===== src/rtl/lpf_ctrl_pkg.sv =====
// Shared types and constants for the PLL loop-filter sequencer.
package lpf_ctrl_pkg;

  typedef enum logic [1:0] {
    IDLE    = 2'd0,
    SHIFT   = 2'd1,
    ACQUIRE = 2'd2,
    TRACK   = 2'd3
  } state_t;

  localparam logic GAIN_FAST = 1'b0;
  localparam logic GAIN_SLOW = 1'b1;

  localparam int SCAN_LEN = 32;

  // Width of a counter that must reach n inclusive.
  function automatic int cnt_width(input int n);
    return $clog2(n + 1);
  endfunction

endpackage


===== src/rtl/lock_window_mon.sv =====
// Fixed-length window counter plus PFD event counter; flags the window
// verdict combinationally in its last cycle so the event in that cycle counts.
module lock_window_mon
  import lpf_ctrl_pkg::*;
#(
  parameter int WIN_LEN  = 64,
  parameter int GOOD_THR = 4,
  parameter int BAD_THR  = 16
) (
  input  logic clk,
  input  logic rst,
  input  logic clear,
  input  logic pd_event,
  output logic window_done,
  output logic good,
  output logic bad
);

  localparam int WW = $clog2(WIN_LEN);
  localparam int EW = cnt_width(WIN_LEN);
  localparam logic [EW-1:0] GOOD_LIM = EW'(GOOD_THR);
  localparam logic [EW-1:0] BAD_LIM  = EW'(BAD_THR);

  logic [WW-1:0] win_cnt;
  logic [EW-1:0] evt_cnt;
  logic [EW-1:0] evt_total;

  assign evt_total   = evt_cnt + EW'(pd_event);
  assign window_done = (win_cnt == WW'(WIN_LEN - 1)) && !clear;
  assign good        = (evt_total <= GOOD_LIM);
  assign bad         = (evt_total > BAD_LIM);

  // WIN_LEN is a power of two, so the window counter wraps on its own.
  always_ff @(posedge clk) begin
    if (rst || clear) begin
      win_cnt <= '0;
      evt_cnt <= '0;
    end else begin
      win_cnt <= win_cnt + WW'(1);
      if (window_done) evt_cnt <= '0;
      else             evt_cnt <= evt_total;
    end
  end

endmodule


===== src/rtl/lpf_seq_ctrl.sv =====
// Loop-filter sequencer: scan preload/readback of the phase accumulator and
// window-based lock detection driving the filter gain select.
module lpf_seq_ctrl
  import lpf_ctrl_pkg::*;
#(
  parameter int WIN_LEN  = 64,
  parameter int GOOD_THR = 4,
  parameter int BAD_THR  = 16,
  parameter int N_GOOD   = 8
) (
  input  logic        clk,
  input  logic        rst,
  input  logic        up,
  input  logic        down,
  input  logic        cfg_load,
  input  logic [31:0] cfg_word,
  output logic        scan_en,
  output logic        scan_in,
  input  logic        scan_out,
  output logic [31:0] readback_word,
  output logic        readback_valid,
  output logic        gain_sel,
  output logic        locked,
  output logic        lock_lost,
  output logic        busy
);

  localparam int SW = $clog2(SCAN_LEN);
  localparam int GW = cnt_width(N_GOOD);

  state_t              state;
  logic [SW-1:0]       scan_cnt;
  logic [SCAN_LEN-1:0] scan_sr;
  logic [SCAN_LEN-1:0] rb_sr;
  logic [GW-1:0]       good_cnt;

  logic pd_event;
  logic mon_clear;
  logic window_done;
  logic win_good;
  logic win_bad;

  // Both pulses high means zero phase error, same as the filter sees it.
  assign pd_event  = up ^ down;
  assign mon_clear = (state == IDLE) || (state == SHIFT);

  lock_window_mon #(
    .WIN_LEN (WIN_LEN),
    .GOOD_THR(GOOD_THR),
    .BAD_THR (BAD_THR)
  ) u_mon (
    .clk        (clk),
    .rst        (rst),
    .clear      (mon_clear),
    .pd_event   (pd_event),
    .window_done(window_done),
    .good       (win_good),
    .bad        (win_bad)
  );

  always_ff @(posedge clk) begin
    if (rst) begin
      state          <= IDLE;
      scan_cnt       <= '0;
      scan_sr        <= '0;
      rb_sr          <= '0;
      good_cnt       <= '0;
      scan_en        <= 1'b0;
      scan_in        <= 1'b0;
      readback_word  <= '0;
      readback_valid <= 1'b0;
      gain_sel       <= GAIN_FAST;
      locked         <= 1'b0;
      lock_lost      <= 1'b0;
      busy           <= 1'b0;
    end else begin
      readback_valid <= 1'b0;
      lock_lost      <= 1'b0;
      // A preload request overrides any window decision in the same cycle.
      if (cfg_load && state != SHIFT) begin
        state    <= SHIFT;
        scan_en  <= 1'b1;
        busy     <= 1'b1;
        scan_in  <= cfg_word[SCAN_LEN-1];
        scan_sr  <= {cfg_word[SCAN_LEN-2:0], 1'b0};
        scan_cnt <= '0;
        rb_sr    <= '0;
        good_cnt <= '0;
        locked   <= 1'b0;
        gain_sel <= GAIN_FAST;
      end else begin
        case (state)
          SHIFT: begin
            rb_sr    <= {rb_sr[SCAN_LEN-2:0], scan_out};
            scan_sr  <= {scan_sr[SCAN_LEN-2:0], 1'b0};
            scan_in  <= scan_sr[SCAN_LEN-1];
            scan_cnt <= scan_cnt + SW'(1);
            if (scan_cnt == SW'(SCAN_LEN - 1)) begin
              state          <= ACQUIRE;
              scan_en        <= 1'b0;
              busy           <= 1'b0;
              scan_in        <= 1'b0;
              readback_word  <= {rb_sr[SCAN_LEN-2:0], scan_out};
              readback_valid <= 1'b1;
              good_cnt       <= '0;
              gain_sel       <= GAIN_FAST;
            end
          end
          ACQUIRE: begin
            if (window_done) begin
              if (win_good) begin
                if (good_cnt == GW'(N_GOOD - 1)) begin
                  state    <= TRACK;
                  good_cnt <= '0;
                  gain_sel <= GAIN_SLOW;
                  locked   <= 1'b1;
                end else begin
                  good_cnt <= good_cnt + GW'(1);
                end
              end else begin
                good_cnt <= '0;
              end
            end
          end
          TRACK: begin
            if (window_done && win_bad) begin
              state     <= ACQUIRE;
              good_cnt  <= '0;
              gain_sel  <= GAIN_FAST;
              locked    <= 1'b0;
              lock_lost <= 1'b1;
            end
          end
          default: ;
        endcase
      end
    end
  end

endmodule


===== config.mk =====
export PLATFORM = sky130hd
export DESIGN_NAME = lpf_seq_ctrl
export DESIGN_NICKNAME = d
export VERILOG_FILES = /design/src/rtl/lpf_ctrl_pkg.sv /design/src/rtl/lock_window_mon.sv /design/src/rtl/lpf_seq_ctrl.sv
export SDC_FILE = /design/constraint.sdc
export NUM_CORES = 1
export LEC_CHECK = 0
export BUFFER_PORTS_ARGS = -buffer_cell sky130_fd_sc_hd__buf_4
export CAP_MARGIN = 20
export CORE_UTILIZATION = 50
export CTS_CLUSTER_SIZE = 8
export DETAILED_ROUTE_END_ITERATION = 10
export PLACE_DENSITY = 0.68
export SYNTH_ARGS = -nofsm -noshare
export SYNTH_HDL_FRONTEND = slang
export SYNTH_SLANG_ARGS = --single-unit

===== constraint.sdc =====
create_clock -name clk -period 2.7 [get_ports clk]
set_input_delay 0.135 -clock clk [delete_from_list [all_inputs] [get_ports clk]]
set_output_delay 0.135 -clock clk [all_outputs]
set_load 0.01 [all_outputs]

==> results of run 1 <==
[metal layers]
metal / vias up / global-route usage
met5: - / 0
met4: 0 / 0.07353
met3: 13 / 0.05461
met2: 77 / 0.3572
met1: 1824 / 0.2645
li1: 1960 / -
[logic make-up after synthesis]
kind of cell | count (synthesis)
muxes | 32
buffers and inverters | 45
DFF | 124
and+or+nand+nor | 158
xor gates and xnor gates | 11
AOI/OAI and AO/OA | 126
adders and majority gates | 7
[through the flow]
stage / worst slack (ps) / power [W] / hold WS [ps] / area [sq um]
2_1_floorplan: 668.7 / 0.002121 / 260.7 / 4710
4_1_cts: 402.3 / 0.004347 / 4.448 / 6181
6_report: 415.8 / 0.004311 / 19.29 / 6181
3_3_place_gp: 399.2 / 0.002200 / 361.2 / 5321
5_1_grt: 319.6 / 0.004457 / 38.39 / 6181
3_5_place_dp: 319.4 / 0.002208 / 368.5 / 5321
[final cells by class]
type / count / area, sq um / share of cell area
sequential: 124 / 2482 / 0.4016
multi-input combinational: 334 / 2054 / 0.3324
timing repair buffer: 112 / 915.9 / 0.1482
clock buffer: 19 / 441.7 / 0.07146
tap: 111 / 138.9 / 0.02247
clock inverter: 13 / 117.6 / 0.01903
inverter: 8 / 30.03 / 0.004858
[report_power, final]
group	internal, W	switching, W	total (W)	leakage, nW
Clock	0.00127	0.000835	0.00210	0.251
Combinational	0.000136	0.000158	0.000293	1.22
Sequential	0.00188	0.0000318	0.00191	1.01
Total	0.00329	0.00102	0.00431	2.48
[synth_stat cells (all sizes together), types with 2 or more instances]
library cell | instances | share of area
a211oi | 30 | 0.048
a21oi | 44 | 0.047
a22o | 32 | 0.060
a22oi | 2 | 0.0043
a31oi | 2 | 0.0027
buf | 15 | 0.016
clkbuf | 22 | 0.018
dfxtp | 124 | 0.53
ha | 6 | 0.016
inv | 8 | 0.0064
mux2i | 32 | 0.068
nand2 | 77 | 0.061
nand2b | 4 | 0.0053
nand3 | 9 | 0.0096
nand4 | 2 | 0.0040
nor2 | 50 | 0.040
nor3 | 6 | 0.0064
o2111ai | 2 | 0.0037
o21ai | 7 | 0.0074
o22ai | 2 | 0.0027
or2 | 2 | 0.0027
or3 | 4 | 0.0064
xnor2 | 2 | 0.0037
xor2 | 9 | 0.017
[tightest hold or removal path: stages]
cell                      delay, ps
sky130_fd_sc_hd__buf_4           80
sky130_fd_sc_hd__mux2i_1         70
sky130_fd_sc_hd__nor2_1          90
sky130_fd_sc_hd__a31oi_1         40
sky130_fd_sc_hd__nor2_1          70
[what timing repair did]
action | 4_1_cts | 5_1_grt
endpoints found under the setup margin | 0 | 0
endpoints found under the hold margin | 31 | 0
hold buffers | 30 | 0
[registers in the layout, indices dropped and copies added (netlist names), 2 cells and up]
| register | flops |
|---|---|
| rb_sr | 31 |
| good_cnt | 4 |
| readback_word | 32 |
| scan_sr | 31 |
| u_mon.evt_cnt | 7 |
| scan_cnt | 5 |
| state | 2 |
| u_mon.win_cnt | 6 |
[worst paths after layout]
path                                       to  cells after the start  slack, ps
hold reg to reg   u_mon.win_cnt[0]$_SDFF_PP0_                      1        440
hold / removal           scan_in$_SDFFE_PP0N_                      5         20
setup reg to reg     good_cnt[0]$_SDFFE_PP0P_                      8        420
setup / recovery     good_cnt[0]$_SDFFE_PP0P_                      8        420
==> reports/metrics.yaml, run 1 <==
synthesis:
  synth_cell_types: 43
  synth_fa_ha_area_frac: 0.01807
  yosysSeqAreaShare: 0.5271
  synth-simple-area-share: 0.1419
  asr_flop_ratio_synth: 0
  post_synth_xor_area_fraction: 0.02046
  synth_enable_flop_cells: 0
  postSynthCellCount: 503
  synth_seq_cells: 124
  dominant_combinational_cell_family_by_area_after_synthesis: "compound AO/OA/AOI/OAI gates"
  synth-warning-count: 0
  avgSynthCellArea_sq_um: 9.363
  mappedNetlistNets: 547
  post_synth_instance_area_sq_um: 4710
  post_synthesis_compound_gate_area_fraction: 0.1846
  muxShareOfSynthArea: 0.06801
  synthFlopType: "sky130_fd_sc_hd__dfxtp_1"
floorplanning:
  fp.coreArea_sq_um: 9196
  rows: 35
  die_x_microns: 99.05
  start_util: 0.5121
  die_area_sq_um: 9811
  die_h_microns: 99.05
  boundaryPins: 77
route:
  drt_iter0_drcs: 205
  routed.top_layer: "met4"
  antenna_left: 0
  routedWlPerCell_microns: 13.81
  met3RoutedLength_microns: 360
  drt_first_pass_iters: 4
  drcViolationCount: 0
  m1WireLength_microns: 4703
  vias_post_dr: 3874
  dr_wl_met2_microns: 4771
  avgViaCountPerCell: 5.373
  totalWireLength_microns: 9954
setup_path:
  setup.worst_path.class: "reg -> reg"
  worst_ep_arrival_time_ps: 2720
  critical_path_max_stage_delay_ps: 390
  crit_path_max_fanout: 8
  cpLargestDelayFamily: "adder cells"
  startpoint_kind_of_the_worst_setup_timing_path: "register"
  timing.critical_path.cells: "ha_1 -> ha_1 -> or2_0 -> maj3_1 -> o22ai_1 -> and4b_1 -> o2111ai_1 -> a21oi_1"
  cp.buffers_inverters: 0
  critPathMostFrequentCell: "sky130_fd_sc_hd__ha_1"
  crit-reg2reg-launch: "u_mon.evt_cnt[0]$_SDFF_PP0_"
  cp-startpoint: "u_mon.evt_cnt[0]$_SDFF_PP0_"
  worst_path_max_delay_cell: "sky130_fd_sc_hd__and4b_1"
  critical_path.endpoint_type: "register"
  worst_ep_required_time_ps: 3130
pwr:
  power_per_cell_area_nw_per_um2: 697.4
  power.static_leakage_nw: 2.480
  vdd_drop_max_uv: 466.4
layout:
  most-common-layout-cells: "124 x sky130_fd_sc_hd__dfxtp_1, 82 x sky130_fd_sc_hd__buf_4, 77 x sky130_fd_sc_hd__nand2_1"
  drive_above_1_share: 0.2033
  n_antenna_cell: 0
  finish.cell_count_without_fillers: 721
  areaGrowthSynthToFinish_pct: 31.24
  layout_commonest_cell: "sky130_fd_sc_hd__dfxtp_1"
  post-route-util: 0.6721
  fillCellCount: 706
  layout.nets: 641
clock_network:
  clk_pin_slew_worst_paths_ps: 60
  htree_levels: 4
  ctsRootBufferMaster: "sky130_fd_sc_hd__clkbuf_8"
  cts_buffer_depth: 2
  cts_setup_buffers: 0
  cts_made_buffers: 17
  cts_num_sinks: 124
  tritoncts: "done"
  ctsResizeCount: 0
  clk_latency_ps: 510
grt:
  largest_net_degree_at_the_start_of_global_routing: 63
  grt_pass1_vias: 3691
  track_usage: 0.2122
  overflow: 0
  grt_pass1_wl_microns: 16740
  antenna_found_initial: 0
sta:
  finalCriticalPeriod_ps: 2284
  finalSetupViolCount: 0
  drv_slew: 0
  setup_tns_ps: 0
  achievable_clock_frequency_ghz: 0.4378
  finalHoldViolations: 0
  clock_skew_ps: 5.232
  rsz_0062_raised_after_global_routing: "no"
  max_slew_margin: 0.6080
  post-route-period-util: 0.8460
  max_slew.worst_pin.slew_ps: 588.0
placement:
  dpl.cell_count: 659
  place.gp.congestion: 0.8468
  portBuffers: 76
  detailedPlacementHpwl_microns: 5886
run:
  cap_viol_max_count: 0
run_status:
  status: "finished, final reports clean"
hold_path:
  min-delay-path-class: "in -> reg"
  hold_startpoint: "cfg_word[31]"
No activity file was read; power rests on OpenSTA's default activity.
==> inputs of run 2 (changes only) <==
Clock period 2.7 ns to 2.2 ns, I/O delays scaled along.
==> reports/metrics.yaml, run 2 (synthesis results as in run 1) <==
layout:
  layout.nets: 648
  drive_above_1_share: 0.2156
  largest-register: "readback_word"
  areaGrowthSynthToFinish_pct: 33.13
  layout_commonest_cell: "sky130_fd_sc_hd__dfxtp_1"
  max_ffs_per_register: 32
  most-common-layout-cells: "124 x sky130_fd_sc_hd__dfxtp_1, 86 x sky130_fd_sc_hd__buf_4, 76 x sky130_fd_sc_hd__nand2_1"
  fillCellCount: 723
  n_antenna_cell: 0
  largest_registers: "readback_word: 32 flops, rb_sr: 31 flops, scan_sr: 31 flops"
  post-route-util: 0.6818
clock_network:
  ctsRootBufferMaster: "sky130_fd_sc_hd__clkbuf_8"
  cts_made_buffers: 17
  clk_pin_slew_worst_paths_ps: 60
  clk_latency_ps: 510
  cts_num_sinks: 124
  cts_buffer_depth: 2
  htree_levels: 4
  tritoncts: "done"
  cts_setup_buffers: 0
sta:
  hold_ws_ps: 21.47
  clock_skew_ps: 9.834
  rsz_0062_raised_after_global_routing: "no"
  fin_ws_ps: 85.60
  finalSetupViolCount: 0
  finalCriticalPeriod_ps: 2114
  max_slew_margin: 0.6527
  finalHoldViolations: 0
  drv_slew: 0
  max_slew.worst_pin.slew_ps: 514.2
  achievable_clock_frequency_ghz: 0.4729
  post-route-period-util: 0.9611
  setup_tns_ps: 0
grt:
  track_usage: 0.2233
  overflow: 0
  grt_pass1_wl_microns: 17440
  grt_pass1_vias: 3794
  largest_net_degree_at_the_start_of_global_routing: 46
  antenna_found_initial: 0
placement:
  portBuffers: 76
  place.gp.congestion: 0.7949
  detailedPlacementHpwl_microns: 6066
  preCtsSetupSlack_ps: -126.6
run:
  cap_viol_max_count: 0
setup_path:
  setup.worst_path.class: "reg -> reg"
  worst_ep_arrival_time_ps: 2550
  rr_worst_depth: 8
  cp-startpoint: "u_mon.evt_cnt[0]$_SDFF_PP0_"
  worst_ep_required_time_ps: 2640
  worst_r2r_endpoint: "good_cnt[1]$_SDFFE_PP0P_"
  timing.critical_path.to: "good_cnt[1]$_SDFFE_PP0P_"
  crit-reg2reg-launch: "u_mon.evt_cnt[0]$_SDFF_PP0_"
  crit_path_max_fanout: 8
  reg_to_reg_slack_setup_ps: 90
  critical_path.endpoint_type: "register"
  startpoint_kind_of_the_worst_setup_timing_path: "register"
run_status:
  status: "finished, final reports clean"
pwr:
  vdd_drop_max_uv: 529.4
  fin_total_pwr_w: 0.005341
  power_per_cell_area_nw_per_um2: 851.8
  power.static_leakage_nw: 2.533
floorplanning:
  fp.coreArea_sq_um: 9196
  rows: 35
  start_util: 0.5121
  die_h_microns: 99.05
  die_x_microns: 99.05
  boundaryPins: 77
  die_area_sq_um: 9811
route:
  avgViaCountPerCell: 5.407
  drcViolationCount: 0
  vias_post_dr: 3936
  antenna_left: 0
  drt_iter0_drcs: 149
  routedWlPerCell_microns: 14.27
  totalWireLength_microns: 10390
  drt_first_pass_iters: 5
hold_path:
  min-delay-path-class: "in -> reg"
run 2: where the power goes:
| group | internal, W | total [W] | switching (W) |
|---|---|---|---|
| logic | 0.000173 | 0.000371 | 0.000198 |
| registers | 0.00231 | 0.00235 | 0.0000383 |
| clock network | 0.00155 | 0.00262 | 0.00107 |
| total | 0.00403 | 0.00534 | 0.00131 |
run 2: worst min-delay path by stage:
stage                   from                            end  depth (start not counted)
floorplan           scan_out  readback_word[0]$_SDFFE_PP0P_                          1
global placement    scan_out  readback_word[0]$_SDFFE_PP0P_                          2
detailed placement  scan_out  readback_word[0]$_SDFFE_PP0P_                          2
CTS                 cfg_load          state[0]$_SDFFE_PP0P_                          3
global route        cfg_load              busy$_SDFFE_PP0P_                          3
finish              cfg_load          state[0]$_SDFFE_PP0P_                          3
run 2: per-layer routing:
layer,wire (microns),global-route usage,up-vias
li1,-,-,1971
met1,4758,0.2735,1868
met2,5171,0.3808,85
met3,356,0.05816,12
met4,104,0.07805,0
met5,0,0,-
run 2: through the flow:
step                      area [sq um]  instances
after CTS                         6246        728
final                             6270        728
after global placement            5351        663
after floorplan                   4710        503
after detailed placement          5351        663
after global routing              6270        728
run 2: critical path, stage by stage (launching register included):
cell and delay, ps:
sky130_fd_sc_hd__dfxtp_1 310, sky130_fd_sc_hd__ha_2 200, sky130_fd_sc_hd__ha_4 240, sky130_fd_sc_hd__or2_0 200, sky130_fd_sc_hd__maj3_1 350, sky130_fd_sc_hd__o22ai_1 110, sky130_fd_sc_hd__and4b_2 360, sky130_fd_sc_hd__o211ai_1 130
sky130_fd_sc_hd__a21oi_1 140
run 2: what timing repair did:
item | in CTS | in global routing
hold buffers | 33 | 0
setup endpoints to repair | 6 | 7
cloned | 0 | 0
pin swaps | 0 | 5
hold endpoints to repair | 34 | 0
resized for setup | 1 | 4
run 2: cell type report:
type,instances,area (sq um),area share
inverter,8,30.03,0.004789
tap,111,138.9,0.02215
timing repair buffer,119,975.9,0.1557
clock buffer,18,427.9,0.06825
clock inverter,14,135.1,0.02155
multi-input combinational,334,2079,0.3317
sequential,124,2482,0.3959
==> inputs of run 3 (changes only) <==
Settings changed: PLACE_DENSITY 0.68 to 0.84.
==> reports/metrics.yaml, run 3 (synthesis results as in run 1) <==
clock_network:
  clk_pin_slew_worst_paths_ps: 60
  cts_buffer_depth: 2
  ctsRootBufferMaster: "sky130_fd_sc_hd__clkbuf_8"
  htree_levels: 4
  cts_made_buffers: 17
  clk_latency_ps: 510
  tritoncts: "done"
  cts_num_sinks: 124
setup_path:
  setup.worst_path.class: "reg -> reg"
  rr_worst_depth: 8
  crit-reg2reg-launch: "u_mon.evt_cnt[0]$_SDFF_PP0_"
  critical_path.endpoint_type: "register"
  critical_path_max_stage_delay_ps: 360
  reg_to_reg_slack_setup_ps: 70
  worst_ep_arrival_time_ps: 2560
  cpLargestDelayFamily: "adder cells"
  timing.critical_path.cells: "ha_4 -> ha_4 -> or2_0 -> maj3_1 -> o22ai_1 -> and4b_2 -> o211ai_1 -> a21oi_1"
  startpoint_kind_of_the_worst_setup_timing_path: "register"
  crit_path_max_fanout: 8
  worst_path_max_delay_cell: "sky130_fd_sc_hd__and4b_2"
  worst_ep_required_time_ps: 2630
  worst_r2r_endpoint: "good_cnt[1]$_SDFFE_PP0P_"
  critPathMostFrequentCell: "sky130_fd_sc_hd__ha_4"
  cp.buffers_inverters: 0
layout:
  fillCellCount: 701
  layout.nets: 649
  layout_commonest_cell: "sky130_fd_sc_hd__dfxtp_1"
  areaGrowthSynthToFinish_pct: 35.07
  drive_above_1_share: 0.2168
  largest-register: "readback_word"
  largest_registers: "readback_word: 32 flops, rb_sr: 31 flops, scan_sr: 31 flops"
  max_ffs_per_register: 32
  finish.cell_count_without_fillers: 729
  n_antenna_cell: 0
  most-common-layout-cells: "123 x sky130_fd_sc_hd__dfxtp_1, 85 x sky130_fd_sc_hd__buf_4, 77 x sky130_fd_sc_hd__nand2_1"
sta:
  max_slew_margin: 0.6312
  setup_tns_ps: 0
  achievable_clock_frequency_ghz: 0.4686
  finalHoldViolations: 0
  clock_skew_ps: 11.17
  finalSetupViolCount: 0
  finalCriticalPeriod_ps: 2134
  max_slew.worst_pin.slew_ps: 553.2
  drv_slew: 0
  hold_ws_ps: 41.49
  post-route-period-util: 0.9699
placement:
  portBuffers: 76
  dpl.cell_count: 663
  detailedPlacementHpwl_microns: 6411
  place.gp.congestion: 0.8094
grt:
  overflow: 0
  track_usage: 0.2271
  grt_pass1_vias: 3980
  largest_net_degree_at_the_start_of_global_routing: 61
  grt_pass1_wl_microns: 17920
  antenna_found_initial: 0
hold_path:
  timing.hold.worst_endpoint: "scan_in$_SDFFE_PP0N_"
  hold_startpoint: "rst"
  min-delay-path-class: "in -> reg"
  min_path_cells: 2
route:
  totalWireLength_microns: 10670
  drcViolationCount: 0
  vias_post_dr: 3974
  antenna_left: 0
  drt_iter0_drcs: 188
  avgViaCountPerCell: 5.451
  drt_first_pass_iters: 5
  routedWlPerCell_microns: 14.63
floorplanning:
  boundaryPins: 77
  die_h_microns: 99.05
  die_area_sq_um: 9811
  die_x_microns: 99.05
  rows: 35
  fp.coreArea_sq_um: 9196
  start_util: 0.5121
pwr:
  fin_total_pwr_w: 0.005603
  power_per_cell_area_nw_per_um2: 880.9
  power.static_leakage_nw: 2.562
  vdd_drop_max_uv: 615.2
run:
  cap_viol_max_count: 0
run_status:
  status: "finished, final reports clean"
-- run 3: worst reg2reg max path, delay by kind of cell (launching register included) --
kind                       cells  cell delay (ps)
adders and majority gates      3              730
DFF                            1              330
AOI/OAI and AO/OA              3              440
and+or+nand+nor                2              560
-- run 3: per-layer routing --
layer	GRT usage	vias to the layer above	share of wire	wire, microns
met5	0	-	0	0
met4	0.07466	0	0.015	155
met3	0.05745	19	0.046	493
met2	0.4099	129	0.52	5522
met1	0.2622	1847	0.42	4496
li1	-	1979	-	-
-- run 3: where the power goes --
group          switching (W)  internal, W  total [W]
clock                0.00110      0.00177    0.00287
combinational       0.000200     0.000179   0.000379
sequential         0.0000408      0.00231    0.00235
-- run 3: how the worst max path moves through the flow --
stage                                      from                        to  slack (ps)  depth (start not counted)
CTS                 u_mon.evt_cnt[0]$_SDFF_PP0_  good_cnt[1]$_SDFFE_PP0P_          -2                          8
global placement                           down  good_cnt[0]$_SDFFE_PP0P_         -50                         10
detailed placement                         down  good_cnt[1]$_SDFFE_PP0P_        -170                         10
floorplan           u_mon.evt_cnt[0]$_SDFF_PP0_  good_cnt[0]$_SDFFE_PP0P_         170                          9
global route        u_mon.evt_cnt[0]$_SDFF_PP0_     gain_sel$_SDFFE_PP0P_         -50                          8
finish              u_mon.evt_cnt[0]$_SDFF_PP0_  good_cnt[1]$_SDFFE_PP0P_          70                          8
-- run 3: timing repair --
item                                    4_1_cts  5_1_grt
endpoints found under the hold margin        34        0
resized for setup                             1        5
hold buffers                                 33        0
pin swaps                                     4        2
setup buffers                                 0        1
endpoints found under the setup margin        7        7
-- run 3: metrics by stage --
stage	area (sq um)	util	setup WS (ps)
3_5_place_dp	5376	0.5846	-168.6
5_1_grt	6361	0.6917	-48.35
3_3_place_gp	5376	0.5846	-47.74
4_1_cts	6321	0.6873	-2.296
2_1_floorplan	4710	-	168.7
6_report	6361	0.6917	66.16
-- run 3: layout make-up --
cell class	count	area (sq um)	area share
Sequential cell	124	2484	0.3904
Multi-Input combinational cell	334	2087	0.3281
Timing Repair Buffer	120	1008	0.1585
Clock buffer	17	414.1	0.06511
Clock inverter	15	198.9	0.03127
Tap cell	111	138.9	0.02183
Inverter	8	30.03	0.004721
